File: src/rtl/counter_timer_prog.sv
// Programmable counter/timer: prescaled up/down counting with auto-reload,
// one-shot and free-run modes, a registered terminal-count tick and IDLE/RUN/DONE status.
module counter_timer_prog #(
  parameter int WIDTH         = 8,
  parameter int PRESCALE_BITS = 4
) (
  input  logic                     clk,
  input  logic                     reset_n,
  input  logic                     start,
  input  logic                     stop,
  input  logic                     clr,
  input  logic [1:0]               mode,
  input  logic                     dir,
  input  logic [WIDTH-1:0]         threshold,
  input  logic [PRESCALE_BITS-1:0] prescale,
  output logic [WIDTH-1:0]         count,
  output logic                     tick,
  output logic                     busy,
  output logic                     done
);

  localparam logic [1:0] IDLE = 2'd0;
  localparam logic [1:0] RUN  = 2'd1;
  localparam logic [1:0] DONE = 2'd2;

  localparam logic [1:0] MODE_ONESHOT = 2'd1;
  localparam logic [1:0] MODE_FREE    = 2'd2;

  logic [1:0]               state;
  logic [PRESCALE_BITS-1:0] pre_cnt;
  logic [1:0]               mode_sh;
  logic                     dir_sh;
  logic [WIDTH-1:0]         threshold_sh;
  logic [PRESCALE_BITS-1:0] prescale_sh;

  logic [WIDTH-1:0] terminal;
  logic [WIDTH-1:0] reload;
  logic [WIDTH-1:0] stepped;
  logic [WIDTH-1:0] next_count;
  logic             at_term;
  logic             is_oneshot;
  logic             is_free;
  logic             step;

  // Everything here works from the shadowed configuration, so live input
  // changes during RUN cannot disturb the running count.
  always_comb begin
    terminal   = dir_sh ? '0 : threshold_sh;
    reload     = dir_sh ? threshold_sh : '0;
    stepped    = dir_sh ? (count - 1'b1) : (count + 1'b1);
    at_term    = (count == terminal);
    is_oneshot = (mode_sh == MODE_ONESHOT);
    is_free    = (mode_sh == MODE_FREE);
    next_count = stepped;
    if (!is_free && at_term) begin
      next_count = reload;
    end
    step = (state == RUN) && (pre_cnt == prescale_sh);
  end

  // Commands resolve as clr > stop > start; tick defaults low so it can
  // only ever last a single cycle.
  always_ff @(posedge clk or negedge reset_n) begin
    if (!reset_n) begin
      state        <= IDLE;
      count        <= '0;
      pre_cnt      <= '0;
      mode_sh      <= '0;
      dir_sh       <= 1'b0;
      threshold_sh <= '0;
      prescale_sh  <= '0;
      tick         <= 1'b0;
    end else begin
      tick <= 1'b0;
      if (clr) begin
        count   <= '0;
        pre_cnt <= '0;
        state   <= IDLE;
      end else if (stop) begin
        if (state != IDLE) begin
          state   <= IDLE;
          pre_cnt <= '0;
        end
      end else if (start) begin
        mode_sh      <= mode;
        dir_sh       <= dir;
        threshold_sh <= threshold;
        prescale_sh  <= prescale;
        pre_cnt      <= '0;
        state        <= RUN;
        count        <= dir ? threshold : '0;
      end else if (state == RUN) begin
        if (step) begin
          pre_cnt <= '0;
          if (is_oneshot && at_term) begin
            state <= DONE;
          end else begin
            count <= next_count;
            tick  <= (next_count == terminal);
          end
        end else begin
          pre_cnt <= pre_cnt + 1'b1;
        end
      end
    end
  end

  assign busy = (state == RUN);
  assign done = (state == DONE);

endmodule

File: config.mk
export PLATFORM = sky130hd
export DESIGN_NAME = counter_timer_prog
export DESIGN_NICKNAME = d
export VERILOG_FILES = /design/src/rtl/counter_timer_prog.sv
export SDC_FILE = /design/constraint.sdc
export NUM_CORES = 1
export LEC_CHECK = 0
export CORE_UTILIZATION = 45
export DETAILED_ROUTE_END_ITERATION = 8
export GPL_TIMING_DRIVEN = 0
export PLACE_DENSITY = 0.64
export SLEW_MARGIN = 40
export SYNTH_ARGS = -nofsm -noshare
export SYNTH_HDL_FRONTEND = slang
export SYNTH_SLANG_ARGS = --single-unit
export TNS_END_PERCENT = 50
File: constraint.sdc
create_clock -name clk -period 3.6 [get_ports clk]
set_clock_uncertainty 0.15 [all_clocks]
set_input_delay 0.54 -clock clk [delete_from_list [all_inputs] [get_ports clk]]
set_output_delay 0.54 -clock clk [all_outputs]
set_load 0.005 [all_outputs]
==> flow_summary.toml, run 1 <==
[grt]
grt_pass1_vias = 1913
grt_antenna_before_repair = 0
grt_max_degree = 31
grt_pass1_wl_mm = 9.14
gr-total-overflow = 0
grt_usage_pct = 22.9

[power_and_ir_drop]
pwr_density_cell_nw_per_um2 = 464
ir_worst_vdd_uv = 242
leakage_nw = 1.13

[yosys]
synth_top_family_by_area = "compound AO/OA/AOI/OAI gates"
synth_ff_type = "dfrtp_1"
ys_types = 67
synthTopCellsByArea = "dfrtp_1, mux2_2, nor2_1"
ys_async_sr_fraction_pct = 100
yosysTopAreaCellShare_pct = 33.7
ys_warn_count = 0
synth_most_common_cell = "dfrtp_1"
yosys.area.top_type = "dfrtp_1"
synthAdderAreaFrac_pct = 4.84
synthSimpleGateAreaFrac_pct = 20.0
ys_top_cells_by_count = "dfrtp_1, nor2_1, nand2_1, mux2_2, o21ai_0"
synth_edf_count = 0
synth_xor_xnor_area_share_pct = 5.51
syn_inst = 238
syn_area_per_cell_um2 = 9.35
syn_nets = 266
synth_seq_cells = 30
synth_compound_area_share_pct = 21.9
seq_area_frac_synth_pct = 33.7
synthMuxAreaShare_pct = 10.2
syn_area_um2 = 2220

[final_layout]
diodes = 0
area_delta_synth_final_pct = 21.4
fin_nets = 303
seq_area_um2 = 751
finalInstanceArea_um2 = 2700
drive_above_1_share_pct = 13.4
multi_input_area_um2 = 1390
filler_cell_count = 471

[floorplanning]
die_h_um = 72.3
pin_count = 31
die_area_um2 = 5230
design.core.area_um2 = 4750
die_x_um = 72.3
rows = 25
initial_utilization_pct = 46.8

[clock_tree]
post-cts-setup-buffers = 0
clock_latency_ns = 0.28
cts_root_buf = "clkbuf_8"
cts_buffers = 5
clock_path_buffers = 2
cts-htree-levels = 2
cts.sinks = 30
cts_hold_buf = 0
cts_tree = "built"
clk_pin_slew_ns = 0.07
post_cts_resized = 0

[placement]
dp_slack_ns = 0.535
hpwl_mm = 4.03
dpl_cell_area_um2 = 2610
routabilityCongestion = 0.834
io_buffers = 30

[critical_path]
rrSetupSlack_ns = 0.60
worstRegToRegCells = 7
cp_cell_sequence = "fa_1, and3_1, o2111a_1, a311oi_1, o311ai_0, a211oi_1, o221a_1"
critPathLaunchType = "flip-flop"
crit_type = "flip-flop to flip-flop"
crit_start = "dir_sh"
worst_r2r_endpoint = "tick"
crit_family = "compound AO/OA/AOI/OAI gates"
critPathArrivalTime_ns = 3.06
end_kind = "flip-flop"
regToRegStartpoint = "dir_sh"
max_stage_delay_ns = 0.55
path_buf_inv = 0
slowest_stage = "dfrtp_1"
required_ns = 3.66
cp_max_fo = 14

[sta]
tns_ns = 0
finalHoldViolCount = 0
rsz0062_at_grt = "no"
drv_slew = 0
whs_ns = 0.153
slew_headroom_pct = 48.5
min_period_over_period_pct = 83.4
tightest_slew_ns = 0.770
timing.fmax_ghz = 0.333
setup_violations = 0
setup_ws_ns = 0.599
layout_min_cycle_time_ns = 3.00

[min_path]
hold_class = "input port to asynchronous set/reset pin"

[drt]
first_pass_iters = 4
drt-initial-drc-count = 138
wl_per_cell_um = 15.7
drt-total-wl_mm = 5.39
avgViaCountPerCell = 5.69
num_vias = 1952
drc = 0
ant_nets = 0

[job]
cap_violations = 0

[outcome]
status = "finished clean"
## state kept, by name (all words and copies together), names as in the netlist
register      cells
state             2
prescale_sh       4
mode_sh           2
count             8
dir_sh            1
pre_cnt           4
tick              1
threshold_sh      8
## cells by family after synthesis
family	count (synthesis)
xor gates and xnor gates	14
DFF	30
adders and majority gates	8
buffers and inverters	17
AOI/OAI and AO/OA	66
muxes	21
and+or+nand+nor	82
## final cells by class
type / count / share of cell area [%]
plain buffers: 9 / 2.04
repair buffers: 30 / 10.9
multi-input cells: 191 / 51.5
inverters: 8 / 1.11
clock inverters: 2 / 0.463
clock buffers: 6 / 3.06
well taps: 67 / 3.10
flip-flops and latches: 30 / 27.8
## where the power goes
group | total, W | switching, W | internal, W
clock network | 0.000286 | 0.000132 | 0.000153
registers | 0.000460 | 0.0000780 | 0.000382
logic | 0.000507 | 0.000263 | 0.000244
total | 0.00125 | 0.000473 | 0.000780
## cells in the final DEF (no fill, tap or decap), drive strengths merged, types with 3 or more instances in the layout
cell type and instances:
xnor2 6, nor2 25, a22oi 7, o22a 3, dfrtp 30, clkbuf 10, clkdlybuf4s50 29, xor2 8
inv 8, mux2i 8, nor2b 4, ha 7, nor3b 3, o21ai 14, a211oi 3, a21oi 9
a221o 3, and3 3, mux2 13, o31ai 3, buf 6, nand3 9, nand3b 3, nor3 4
nand2 15
## metrics by stage
step / total power [W] / utilization, % / cells
6_report: 0.00125 / 56.8 / 343
5_1_grt: 0.00134 / 56.8 / 343
4_1_cts: 0.00125 / 56.8 / 343
3_3_place_gp: 0.000960 / 54.9 / 335
3_5_place_dp: 0.000966 / 54.8 / 335
2_1_floorplan: 0.000805 / - / 238
## routing by layer
layer	global-route usage, %	vias to the layer above	routed length [um]
met5	0	-	0
met4	5.45	0	67
met3	3.75	7	210
met2	37.0	42	2500
met1	32.3	936	2610
li1	-	967	-
## worst max path at each step
stage	endpoint	slack, ns	cells after the start
3_3_place_gp	threshold_sh[6]	0.52	6
3_5_place_dp	threshold_sh[5]	0.53	6
5_1_grt	tick	0.42	7
2_1_floorplan	tick	1.05	7
4_1_cts	tick	0.59	7
6_report	tick	0.60	7
## worst reg2reg max path, delay by kind of cell (launching register included)
kind | cells | cell delay [ns]
flops | 1 | 0.55
simple gates | 1 | 0.23
fa+ha+maj | 1 | 0.47
compound gates | 5 | 1.54
Note: power is estimated with default switching activity, not from simulation.
==> run 2: changes to the inputs <==
- clock period: 3.6 -> 2.9 ns (I/O delays scaled with it)
==> run 2 against run 1 <==
  * Register-to-register slack lost 0.47 ns
  * Largest cell class unchanged
  * Highest routed layer unchanged
  * Sequential power grew 24%
  * Largest power group unchanged
  * Worst hold slack lost 0.11 ns
  * Non-clock buffer count is the same
==> flow_summary.toml, run 2 (synthesis gave the netlist of run 1 again) <==
[outcome]
status = "finished clean"

[grt]
grt_pass1_wl_mm = 9.20
grt_antenna_before_repair = 0
grt_usage_pct = 23.1
grt_max_degree = 31
grt_pass1_vias = 1925
gr-total-overflow = 0

[clock_tree]
clock_path_buffers = 2
cts_root_buf = "clkbuf_8"
cts_hold_buf = 0
cts-htree-levels = 2
cts.sinks = 30
clock_latency_ns = 0.28
cts_buffers = 5
post-cts-setup-buffers = 0
cts_tree = "built"
clk_pin_slew_ns = 0.07

[drt]
num_vias = 1983
avgViaCountPerCell = 5.78
wl_per_cell_um = 15.9
first_pass_iters = 4
drc = 0
drt-initial-drc-count = 101
drt-total-wl_mm = 5.44
ant_nets = 0

[floorplanning]
rows = 25
die_h_um = 72.3
die_area_um2 = 5230
design.core.area_um2 = 4750
pin_count = 31
initial_utilization_pct = 46.8
die_x_um = 72.3

[sta]
timing.fmax_ghz = 0.362
layout_min_cycle_time_ns = 2.77
setup_ws_ns = 0.134
tightest_slew_ns = 0.770
slew_headroom_pct = 48.5
min_period_over_period_pct = 95.4
drv_slew = 0
whs_ns = 0.0467
finalHoldViolCount = 0
rsz0062_at_grt = "no"
setup_violations = 0

[final_layout]
multi_input_area_um2 = 1410
seq_area_um2 = 752
reg_top3 = "count (8), threshold_sh (8)"
diodes = 0
fin_nets = 303
drive_above_1_share_pct = 15.2
mostFrequentLayoutCells = "dfrtp_1, clkdlybuf4s50_1, nor2_1"
filler_cell_count = 475
area_delta_synth_final_pct = 22.5

[min_path]
hold_class = "input port to asynchronous set/reset pin"

[placement]
io_buffers = 30
routabilityCongestion = 0.834
dp_slack_ns = -0.0672
hpwl_mm = 4.03

[critical_path]
crit_start = "dir_sh"
worstRegToRegCells = 7
end_kind = "flip-flop"
critPathArrivalTime_ns = 2.83
critPathLaunchType = "flip-flop"
regToRegStartpoint = "dir_sh"
required_ns = 2.96
worst_r2r_endpoint = "tick"
cp_max_fo = 14
rrSetupSlack_ns = 0.13
crit_type = "flip-flop to flip-flop"

[power_and_ir_drop]
leakage_nw = 1.14
pwr_density_cell_nw_per_um2 = 579
ir_worst_vdd_uv = 299

[job]
cap_violations = 0
[run 2: cell counts in the layout (fill, tap and decap cells not counted)]
Identical to the previous run, type by type.
[run 2: metal layers]
metal | vias up | GRT usage, % | part of all wire, %
met5 | - | 0 | 0
met2 | 42 | 37.5 | 47
met1 | 969 | 32.4 | 48
li1 | 965 | - | -
met4 | 0 | 5.45 | 1.4
met3 | 7 | 3.75 | 3.8
[run 2: how the worst max path moves through the flow]
stage,cells past startpoint,endpoint,slack (ns)
after floorplan,7,tick,0.35
after global placement,7,tick,-0.08
after detailed placement,7,tick,-0.07
after CTS,7,tick,0.05
after global routing,7,tick,0.01
final,7,tick,0.13
[run 2: repair_timing]
action	in CTS	in global routing
gates resized for setup	1	4
endpoints found under the hold margin	0	0
pin swaps	0	1
setup endpoints to repair	1	8
[run 2: final cells by class]
cell class	instances	area share, %
inverter	8	1.10
clock inverter	2	0.459
buffer	9	2.02
multi-input combinational	191	51.9
timing repair buffer	30	10.8
tap	67	3.08
sequential	30	27.6
clock buffer	6	3.03
[run 2: where the power goes]
part | switching [W] | leakage (nW) | internal [W]
registers | 0.0000965 | 0.377 | 0.000475
logic | 0.000341 | 0.715 | 0.000314
clock network | 0.000162 | 0.0472 | 0.000190
total | 0.000599 | 1.14 | 0.000980
[run 2: per-stage QoR]
stage                     instances  TNS, ns  util, %  total power, W  instance area [um^2]
final                           343        0     57.3         0.00158                  2730
after global routing            343        0     57.3         0.00169                  2730
after CTS                       343        0     56.9         0.00156                  2710
after global placement          335   -0.435     54.9         0.00119                  2610
after floorplan                 238        0        -         0.00100                  2220
after detailed placement        335   -0.332     54.8         0.00120                  2610
[run 2: worst max-delay path, stage by stage, from the launching register on]
cell	delay (ns)
dfrtp_2	0.51
fa_1	0.43
and3_1	0.23
o2111a_1	0.25
a311oi_2	0.39
o311ai_0	0.23
a211oi_1	0.27
o221a_1	0.24
==> run 3: changes to the inputs <==
- CAP_MARGIN: default -> 20
- CORE_UTILIZATION: 45 -> 34
- PLACE_DENSITY: 0.64 -> 0.5
- SLEW_MARGIN: 40 -> default
==> run 3 against run 2 <==
  * Fmax up 0.98%
  * Clock power about the same
  * Final cell count up 3.2%
  * Die area up 31%
  * First-iteration DRC count up 8.9%
  * Via count down 0.96%
==> flow_summary.toml, run 3 (synthesis gave the netlist of run 1 again) <==
[clock_tree]
clk_pin_slew_ns = 0.06
cts_tree = "built"
clock_path_buffers = 2
post_cts_resized = 2
cts_hold_buf = 0
clock_latency_ns = 0.28
cts_buffers = 5
post-cts-setup-buffers = 0
cts.sinks = 30
cts-htree-levels = 2
cts_root_buf = "clkbuf_8"

[drt]
ant_nets = 0
dr_wl_met3_um = 149
avgViaCountPerCell = 5.55
drc = 0
dr_wl_met2_mm = 2.67
num_vias = 1964
routed.top_layer = "met4"
first_pass_iters = 4
drt-initial-drc-count = 110
drt-met1-wl_mm = 2.94
wl_per_cell_um = 16.5
drt-total-wl_mm = 5.83

[grt]
grt_max_degree = 31
grt_antenna_before_repair = 0
grt_pass1_wl_mm = 9.85
grt_usage_pct = 18.0
grt_pass1_vias = 1968
gr-total-overflow = 0

[sta]
min_period_over_period_pct = 94.5
timing.fmax_ghz = 0.365
drv_slew = 0
tightest_slew_ns = 0.700
rsz0062_at_grt = "no"
slew_headroom_pct = 53.3
layout_min_cycle_time_ns = 2.74
setup_violations = 0
finalHoldViolCount = 0
setup_ws_ns = 0.161
tns_ns = 0

[floorplanning]
rows = 29
design.core.area_um2 = 6350
initial_utilization_pct = 35.0
pin_count = 31
die_x_um = 82.9
die_h_um = 82.9
die_area_um2 = 6870

[placement]
io_buffers = 30
dp_slack_ns = -0.130
dpl.cell_count = 345
routabilityCongestion = 0.787
hpwl_mm = 4.31

[final_layout]
diodes = 0
reg_top3 = "count (8), threshold_sh (8)"
mostFrequentLayoutCells = "dfrtp_1, clkdlybuf4s50_1, nor2_1"
finalNonFillerCells = 354
fin_nets = 304
drive_above_1_share_pct = 14.8
area_delta_synth_final_pct = 23.8

[min_path]
hold_class = "input port to asynchronous set/reset pin"

[outcome]
status = "finished clean"

[critical_path]
critPathArrivalTime_ns = 2.76
crit_type = "input port to flip-flop"
required_ns = 2.92
end_kind = "flip-flop"
cp_max_fo = 10
critPathLaunchType = "input port"
rrSetupSlack_ns = 0.20

[power_and_ir_drop]
p_total_w = 0.00160
leakage_nw = 1.16
ir_worst_vdd_uv = 246
pwr_density_cell_nw_per_um2 = 579

[job]
cap_violations = 0
run 3: cell types whose count changed in the layout (fill, tap and decap cells not counted), sizes merged:
| cell | previous run | this run |
|---|---|---|
| clkbuf | 10 | 11 |
| clkinvlp | 1 | 0 |
| dlymetal6s2s | 0 | 1 |
run 3: critical path, cell delays in order:
cell,delay [ns]
clkdlybuf4s50_1,0.57
nor2_1,0.25
and2_1,0.16
clkbuf_1,0.41
buf_1,0.54
mux2_2,0.40
run 3: worst paths after layout:
path,end,from,cells after the start
max reg2reg,tick,dir_sh,7
min reg2reg,mode_sh[0],mode_sh[0],1
min,threshold_sh[2],reset_n,1
max,threshold_sh[6],stop,6
max in group asynchronous,dir_sh,reset_n,1
min in group clk,mode_sh[0],mode_sh[0],1
run 3: metal layers:
metal  global-route usage, %  up-vias
li1                        -      976
met1                    24.7      953
met2                    29.1       29
met3                    3.28        6
met4                    5.17        0
met5                       0        -
run 3: stage by stage:
stage / instance area (um^2) / hold slack [ns] / utilization (%)
final: 2760 / 0.0430 / 43.4
after global routing: 2760 / 0.0896 / 43.4
after CTS: 2720 / 0.0619 / 42.8
after detailed placement: 2620 / 0.362 / 41.2
after global placement: 2620 / 0.355 / 41.3
after floorplan: 2220 / -0.0106 / -
run 3: layout make-up:
type,instances,area (um^2)
Buffer,9,55.1
Clock buffer,7,86.3
Clock inverter,1,5.00
Fill cell,626,3590
Inverter,8,30.0
Multi-Input combinational cell,191,1420
Sequential cell,30,752
Tap cell,77,96.3
Timing Repair Buffer,31,308
run 3: where the power goes:
| part | leakage, nW | switching (W) | total [W] | internal [W] |
|---|---|---|---|---|
| sequential | 0.377 | 0.000103 | 0.000578 | 0.000475 |
| combinational | 0.733 | 0.000342 | 0.000666 | 0.000324 |
| clock | 0.0482 | 0.000160 | 0.000351 | 0.000191 |
| total | 1.16 | 0.000605 | 0.00160 | 0.000990 |
